===== src/rtl/cpu_regfile_mp_if.sv =====
// cpu_regfile_mp_if: read/write bus of the multi-port integer register file.
// master = core side, slave = register file side.
interface cpu_regfile_mp_if #(
    parameter int XLEN  = 32,
    parameter int NREAD = 2
);
    logic [NREAD*5-1:0]    rs_addr;
    logic [NREAD*XLEN-1:0] rs_data;
    logic [NREAD-1:0]      rs_illegal;
    logic [4:0]            rd_addr;
    logic [XLEN-1:0]       rd_data;
    logic                  rd_write_en;
    logic                  wr_illegal;
    logic                  ready;

    modport master (
        output rs_addr, rd_addr, rd_data, rd_write_en,
        input  rs_data, rs_illegal, wr_illegal, ready
    );

    modport slave (
        input  rs_addr, rd_addr, rd_data, rd_write_en,
        output rs_data, rs_illegal, wr_illegal, ready
    );
endinterface


===== src/rtl/cpu_regfile_mp.sv =====
// cpu_regfile_mp: parametrised register file, registered reads, post-reset clear.
// Define CPU_REGFILE_BYPASS_EN for write-first same-address reads (default read-first).
module cpu_regfile_mp #(
    parameter int XLEN  = 32,
    parameter int NREGS = 32,
    parameter int NREAD = 2
) (
    input  logic              clk,
    input  logic              reset,
    cpu_regfile_mp_if.slave   bus
);
    localparam int AW = $clog2(NREGS);

    typedef enum logic {
        CLEAR,
        RUN
    } state_t;

    state_t state;
    state_t state_nxt;

    logic [AW-1:0]         cnt;
    logic [XLEN-1:0]       mem [1:NREGS-1];

    logic                  ready_q;
    logic                  wr_ill_q;
    logic [NREAD*XLEN-1:0] rs_data_q;
    logic [NREAD*XLEN-1:0] rs_data_d;
    logic [NREAD-1:0]      rs_ill_q;
    logic [NREAD-1:0]      rs_ill_d;

    logic                  wr_ok;
    logic                  wr_bad;
    logic [AW-1:0]         wr_idx;
    logic [4:0]            ra;
    logic                  byp;

    // Addresses are always 5 bits; anything at or above NREGS is illegal.
    function automatic logic out_of_range(input logic [4:0] a);
        return {1'b0, a} >= 6'(NREGS);
    endfunction

    assign wr_bad = (state == RUN) && bus.rd_write_en
                  && out_of_range(bus.rd_addr);
    assign wr_ok  = (state == RUN) && bus.rd_write_en
                  && !out_of_range(bus.rd_addr)
                  && (bus.rd_addr != 5'd0);
    assign wr_idx = bus.rd_addr[AW-1:0];

    // State and clear counter; counter starts at x1 since x0 is not stored.
    always_ff @(posedge clk) begin
        if (reset) begin
            state <= CLEAR;
            cnt   <= AW'(1);
        end else begin
            state <= state_nxt;
            if (state == CLEAR)
                cnt <= cnt + AW'(1);
        end
    end

    // Leave CLEAR after the last register has been zeroed.
    always_comb begin
        state_nxt = state;
        unique case (state)
            CLEAR: begin
                if (cnt == AW'(NREGS - 1))
                    state_nxt = RUN;
            end
            RUN: begin
                state_nxt = RUN;
            end
            default: begin
                state_nxt = CLEAR;
            end
        endcase
    end

    // Storage: zeroed by the sequencer, then written by the core.
    always_ff @(posedge clk) begin
        if (!reset) begin
            if (state == CLEAR)
                mem[cnt] <= '0;
            else if (wr_ok)
                mem[wr_idx] <= bus.rd_data;
        end
    end

    // Per-port next read data and illegal flags.
    always_comb begin
        rs_data_d = '0;
        rs_ill_d  = '0;
        ra        = '0;
        byp       = 1'b0;
        for (int i = 0; i < NREAD; i++) begin
            ra = bus.rs_addr[5*i +: 5];
`ifdef CPU_REGFILE_BYPASS_EN
            byp = wr_ok && (bus.rd_addr == ra);
`else
            byp = 1'b0;
`endif
            if (state == RUN) begin
                if (out_of_range(ra)) begin
                    rs_ill_d[i] = 1'b1;
                end else if (ra != 5'd0) begin
                    if (byp)
                        rs_data_d[XLEN*i +: XLEN] = bus.rd_data;
                    else
                        rs_data_d[XLEN*i +: XLEN] = mem[ra[AW-1:0]];
                end
            end
        end
    end

    // Registered outputs; ready rises on the first RUN cycle.
    always_ff @(posedge clk) begin
        if (reset) begin
            rs_data_q <= '0;
            rs_ill_q  <= '0;
            wr_ill_q  <= 1'b0;
            ready_q   <= 1'b0;
        end else begin
            rs_data_q <= rs_data_d;
            rs_ill_q  <= rs_ill_d;
            wr_ill_q  <= wr_bad;
            ready_q   <= (state_nxt == RUN);
        end
    end

    assign bus.rs_data    = rs_data_q;
    assign bus.rs_illegal = rs_ill_q;
    assign bus.wr_illegal = wr_ill_q;
    assign bus.ready      = ready_q;

endmodule


===== src/flat_wrapper.sv =====
// flat-port wrapper written by rule: the top's interface ports become plain ports
module cpu_regfile_mp_flat 
#(
    parameter int XLEN  = 32,
    parameter int NREGS = 32,
    parameter int NREAD = 2
)
  (clk, reset, bus_rs_addr, bus_rd_addr, bus_rd_data, bus_rd_write_en, bus_rs_data, bus_rs_illegal, bus_wr_illegal, bus_ready);
  cpu_regfile_mp_if #(.XLEN(XLEN), .NREAD(NREAD)) bus_i ();
  input  logic clk;
  input  logic reset;
  input wire logic [$bits(bus_i.rs_addr)-1:0] bus_rs_addr;
  input wire logic [$bits(bus_i.rd_addr)-1:0] bus_rd_addr;
  input wire logic [$bits(bus_i.rd_data)-1:0] bus_rd_data;
  input wire logic [$bits(bus_i.rd_write_en)-1:0] bus_rd_write_en;
  output wire logic [$bits(bus_i.rs_data)-1:0] bus_rs_data;
  output wire logic [$bits(bus_i.rs_illegal)-1:0] bus_rs_illegal;
  output wire logic [$bits(bus_i.wr_illegal)-1:0] bus_wr_illegal;
  output wire logic [$bits(bus_i.ready)-1:0] bus_ready;
  assign bus_i.rs_addr = bus_rs_addr;
  assign bus_i.rd_addr = bus_rd_addr;
  assign bus_i.rd_data = bus_rd_data;
  assign bus_i.rd_write_en = bus_rd_write_en;
  assign bus_rs_data = bus_i.rs_data;
  assign bus_rs_illegal = bus_i.rs_illegal;
  assign bus_wr_illegal = bus_i.wr_illegal;
  assign bus_ready = bus_i.ready;
  cpu_regfile_mp #(.XLEN(XLEN), .NREGS(NREGS), .NREAD(NREAD)) u_core (.clk(clk), .reset(reset), .bus(bus_i));
endmodule

===== config.mk =====
export PLATFORM = sky130hd
export DESIGN_NAME = cpu_regfile_mp_flat
export DESIGN_NICKNAME = d
export VERILOG_FILES = /design/src/rtl/cpu_regfile_mp_if.sv /design/src/rtl/cpu_regfile_mp.sv /design/src/flat_wrapper.sv
export SDC_FILE = /design/constraint.sdc
export NUM_CORES = 1
export LEC_CHECK = 0
export CAP_MARGIN = 0
export CORE_MARGIN = 2
export CORE_UTILIZATION = 35
export DETAILED_ROUTE_END_ITERATION = 12
export SYNTH_ARGS = -nofsm -noshare
export SYNTH_HDL_FRONTEND = slang
export SYNTH_SLANG_ARGS = --single-unit

===== constraint.sdc =====
create_clock -name clk -period 7.55 [get_ports clk]
set_input_delay 1.51 -clock clk [delete_from_list [all_inputs] [get_ports clk]]
set_output_delay 1.51 -clock clk [all_outputs]
set_load 0.01 [all_outputs]

# Word level (Yosys, flattened, before mapping)
# Memory sizes are Yosys's and may differ from the RTL's. A register that Yosys moved wholly into a read port is not among the register bits.
# Index checks and enable logic that the tools add are counted.
[word_totals]
regBits = 6
mem_bits_rw = 992
in_bits = 50
output_inout_bits = 68
word_cells = 28
mem_count = 1
[memory_table]
columns = ["memory", "depth", "word_bits", "read_ports", "rd_clocked_by_memory_dff", "wr", "line_no", "rtl"]
rows = [
  ["u_core.mem", 31, 32, 2, 2, 1, "cpu_regfile_mp.sv:23", "logic [XLEN-1:0] mem [1:NREGS-1];"],
]
[op_classes]
addsub = 1
eq_ne = 1
muxes = 12
bitwise = 3
reduce_logical = 8
[op_table]
columns = ["cell", "n"]
rows = [
  ["$mux 32", 1],
  ["$reduce_or 32->1", 1],
  ["$reduce_bool 5->1", 3],
  ["$mux 1", 9],
  ["$reduce_or 3->1", 2],
  ["$add 5x1->5 const B", 1],
  ["$eq 5x5->1 const B", 1],
  ["$mux 5", 1],
  ["$not 1->1", 3],
  ["$logic_and 1x1->1", 2],
  ["$pmux 1 s2", 1],
]

# Logic depth before layout (Yosys ltp)
[logic_depth]
depth_word = 8
ltp_mapped = 9
depth_no_buf = 5

# Least setup slack after synthesis
# No wires, ideal clock.
[synth_path]
kind = "in2reg"
startpoint = "input bus_rd_addr[4]"
endpoint = "memory u_core.mem[15][0], enable pin"
setup_ns = 0.501
arrival_ns = 5.607
t_required_ns = 7.049
path_slack_ns = 1.442
path_stages = 5
n_path_buf = 1
path_cell_list = "nor3_1 -> a21o_1 -> clkbuf_1 -> a21boi_1 -> nor4_1"
[synth_via]
elab_chain_len = 8
word_cells_on_any_way = 9
classes_between = "mux: 6; reduce/logical: 3"
[synth_rtl]
columns = ["element", "line_no", "rtl"]
rows = [
  ["from (decl)", "flat_wrapper.sv:13", "input wire logic [$bits(bus_i.rd_addr)-1:0] bus_rd_addr;"],
  ["$reduce_bool 5->1", "cpu_regfile_mp.sv:47", "&& (bus.rd_addr != 5'd0);"],
  ["$logic_and 1x1->1", "cpu_regfile_mp.sv:47", ""],
  ["$mux 1", "cpu_regfile_mp.sv:84", "else if (wr_ok)"],
  ["$mux 1", "cpu_regfile_mp.sv:82", "if (state == CLEAR)"],
  ["$mux 1", "cpu_regfile_mp.sv:81", "if (!reset) begin"],
  ["$mux 1 (not written as such)", "cpu_regfile_mp.sv:85", "mem[wr_idx] <= bus.rd_data;"],
  ["$reduce_or 32->1 (no source line)", "-", ""],
  ["$mux 5 (no source line) or $mux 1 (tied branches)", "-", ""],
  ["to (decl)", "cpu_regfile_mp.sv:23", ""],
]
# Several ways; a longest one is shown, not always the timed one.

# Final worst setup path
[layout_path]
startpoint = "input reset"
endpoint = "memory u_core.mem[8][13], enable pin"
[layout_via]
elab_chain_len = 4
word_cells_on_any_way = 7
classes_between = "mux: 6; reduce/logical: 1"
[layout_rtl]
columns = ["element", "line_no", "rtl"]
rows = [
  ["from (decl)", "flat_wrapper.sv:11", "input logic reset;"],
  ["$mux 1", "cpu_regfile_mp.sv:81", ""],
  ["$mux 1 (not written as such)", "cpu_regfile_mp.sv:85", ""],
  ["$reduce_or 32->1 (no source line)", "-", ""],
  ["$mux 5 (no source line) or $mux 1 (tied branches)", "-", ""],
]
# Several ways; a longest one is shown, not always the timed one.

==> results.cfg <==
[flow_run]
maxCapViolCount = 0

[critical_path]
cp_launch_type = input pin
worst-setup-path-type = input pin to register
arrival_ns = 5.04
required_time_of_the_worst_setup_path_ns = 7.89
path_max_fanout = 17
endpoint_kind_of_the_worst_setup_timing_path = register
reg2reg_slack_ns = 3.85

[yosys]
synth_flop_cell = edfxtp_1
ys_seq_elements = 1062
post-synth-top-count-cell = edfxtp_1
synth_top_area_share_pct = 62.2
seq_area_frac_synth_pct = 65.1
synth_adder_area_share_pct = 0.0523
synthDominantAreaCellType = edfxtp_1
netlist_area_um2 = 47900
synth_compound_area_share_pct = 5.15
synth-xor-area-share_pct = 0.0549
synth_top_cells_by_count = 992 x edfxtp_1, 421 x mux4_2, 159 x mux2i_1, 86 x clkbuf_1, 78 x a211oi_1
synth_mux_area_share_pct = 25.4
synth-edff-count = 992
post_synth.cell_area_avg_um2 = 19.8
yosys-top-cells-area = edfxtp_1 62%, mux4_2 20%, mux2i_1 3.3%
synthArstFlopShare_pct = 0
postSynthCellCount = 2424
simple_gate_portion_of_the_synthesized_area_pct = 2.17
yosysWarningCount = 0
post_synth_num_cell_types = 55
dominant_combinational_cell_family_by_area_after_synthesis = multiplexers

[placed_design]
hpwl_after_detailed_placement_um = 78900
place.port_buffers = 114
dpl_cell_area_um2 = 51200
dp_worst_setup_slack_ns = 2.25
place.gp.congestion = 0.809

[sta]
period_minus_slack_ns = 4.71
transition_time_at_the_pin_with_the_least_slew_margin_ns = 1.32
timing.final.hold_violations = 0
grt_setup_unrepaired = no
drv_slew = 0
finalClockSkew_ns = 0.0299
fin_setup_tns_ns = 0
period_share_pct = 62.3
final_worst_path_setup_slack_ns = 2.84
worst_hold_check_slack_ns = 0.650
setup-violations-final = 0
max_freq_ghz = 0.213
timing.slew.headroom_pct = 12.0

[drt]
post_drt_via_cell_ratio = 6.17
wl_per_cell_um = 32.5
wl_um = 143000
route.detailed.drc = 0
drt-initial-drc-count = 3862
route.antenna.remaining_nets = 0
overall_via_count_from_detail_route = 27100
detailedRoute.firstPassIterationCount = 5

[floorplan]
floorplan.io_pins = 118
die_outline_height_um = 374
placement_rows = 135
core_um2 = 136000
fp.dieW_um = 374
fp.dieArea_um2 = 140000
initial_utilization_pct = 35.3

[pwr]
powerDensity_nw_per_um2 = 226
pwr-share-clk_pct = 42.6
power.static_leakage_nw = 15.4
sequentialPowerShare_pct = 52.1
comb_power_share_pct = 5.3
power.switching_mw = 2.71
switching_share_pct = 22.0
vdd.ir_drop.worst_uv = 173
power_report.internal_total_mw = 9.62

[clock_tree]
cts_made_buffers = 107
post_cts.repair.setup_buffers = 0
clock_tree.buffer_depth = 3
clk_root_buffer_cell = clkbuf_16
h-tree-depth = 3
post_cts_sizing = 0
insertion_delay_ns = 0.70
cts_tree = done
worst_setup_hold_path_clk_slew_ns = 0.06
ctsHoldBuffers = 0
clkSinkCount = 1062

[global_route]
grt_pass1_vias = 27700
grt_first_pass_wirelength_um = 203000
grt_max_degree = 136
grt_antenna_before_repair = 11
gr-total-overflow = 0
globalRouteTotalUtil_pct = 20.1

[layout]
num-fill-cells = 11900
multi_input_comb_area_um2 = 16000
flow.area_growth_from_synthesis_pct = 14.1
finalNetCount = 2572
seqCellArea_um2 = 31200
drive_above_1_share_pct = 28.4
fin_area_um2 = 54600

[outcome]
status = complete, no violations

[worst_hold_path]
timing.hold.worst.class = register to register
==> worst max-delay path, cell delays in order <==
cell	delay [ns]
clkdlybuf4s50_1	0.90
nand3b_1	0.39
a21o_1	0.29
a31oi_1	0.36
nor2_4	1.03
buf_4	0.51
==> final cells by class <==
cell class	instances	share of cell area [%]
multi-input cells	1163	29.2
clock inverters	63	1.00
clock buffers	138	5.34
well taps	1781	4.08
diodes	1	0.00458
repair buffers	182	3.23
flip-flops and latches	1062	57.1
inverters	4	0.0275
==> cell families after synthesis <==
| group | after synthesis |
|---|---|
| flops | 1062 |
| mux | 639 |
| compound gates | 325 |
| buf+inv | 201 |
| simple gates | 191 |
| xor+xnor | 3 |
| fa+ha+maj | 2 |
| other cells | 1 |
==> power by group through the flow <==
stage | Sequential [mW] | Clock [mW] | Combinational, mW
finish | 6.42 | 5.25 | 0.650
global route | 6.42 | 5.56 | 0.683
CTS | 6.42 | 5.32 | 0.651
detailed placement | 6.55 | 0 | 0.650
global placement | 6.54 | 0 | 0.643
floorplan | 6.54 | 0 | 0.451
==> through the flow <==
stage               instances  utilization [%]  power [mW]
finish                   4394             40.3        12.3
global route             4393             40.3        12.7
CTS                      4393             40.3        12.4
detailed placement       4192             37.7        7.20
global placement         4192             37.7        7.19
floorplan                2426                -        6.99
==> metal layers <==
| metal | GRT usage (%) | wire length [um] | share of wire (%) |
|---|---|---|---|
| met1 | 29.5 | 59100 | 41 |
| met2 | 30.5 | 65200 | 46 |
| met3 | 4.16 | 15000 | 10 |
| met4 | 4.91 | 3400 | 2.4 |
| met5 | 0 | 0 | 0 |
==> registers in the layout (all words and copies together), names as in the netlist <==
signal / count
u_core.mem: 992
u_core.bus.rs_data: 64
u_core.cnt: 5
u_core.bus.ready: 1
==> cells in the final DEF (no fill, tap or decap), types with 5 or more instances in the layout <==
master           netlist  final
and2_1                51     50
mux2i_1              159    159
a21o_1                16     16
nor3_2                 0     20
o21ai_0               24     24
clkinv_1               0     15
o21ai_1               27     27
a22oi_1               42     42
nor4_2                 0      6
edfxtp_1             992    992
mux2_2                32     32
a221oi_1              18     18
clkbuf_8               0     10
bufinv_16              0      6
clkinv_2               0     30
a221o_1               14     14
dfxtp_1               70     70
nor2_1                60     55
nor2_4                 0      5
a211oi_1              78     78
o311a_1               18     18
nor2b_1               21     19
clkbuf_16              0    109
clkdlybuf4s50_1        0    108
mux4_2               421    421
o22ai_1               14     14
mux4_1                23     23
o22a_1                32     32
buf_12                 1      7
clkbuf_1              86     21
a22o_1                32     32
buf_4                 23     61
==> worst paths after layout <==
kind,cells past startpoint,to,start
max,6,u_core.mem[8][13]$_DFFE_PP_,reset
min,2,u_core.cnt[1]$_SDFFE_PP0N_,u_core.cnt[1]$_SDFFE_PP0N_
max reg2reg,5,u_core.mem[8][13]$_DFFE_PP_,u_core.bus.ready$_SDFF_PP0_
min reg2reg,2,u_core.cnt[1]$_SDFFE_PP0N_,u_core.cnt[1]$_SDFFE_PP0N_
Note: power is estimated with default switching activity, not from simulation.
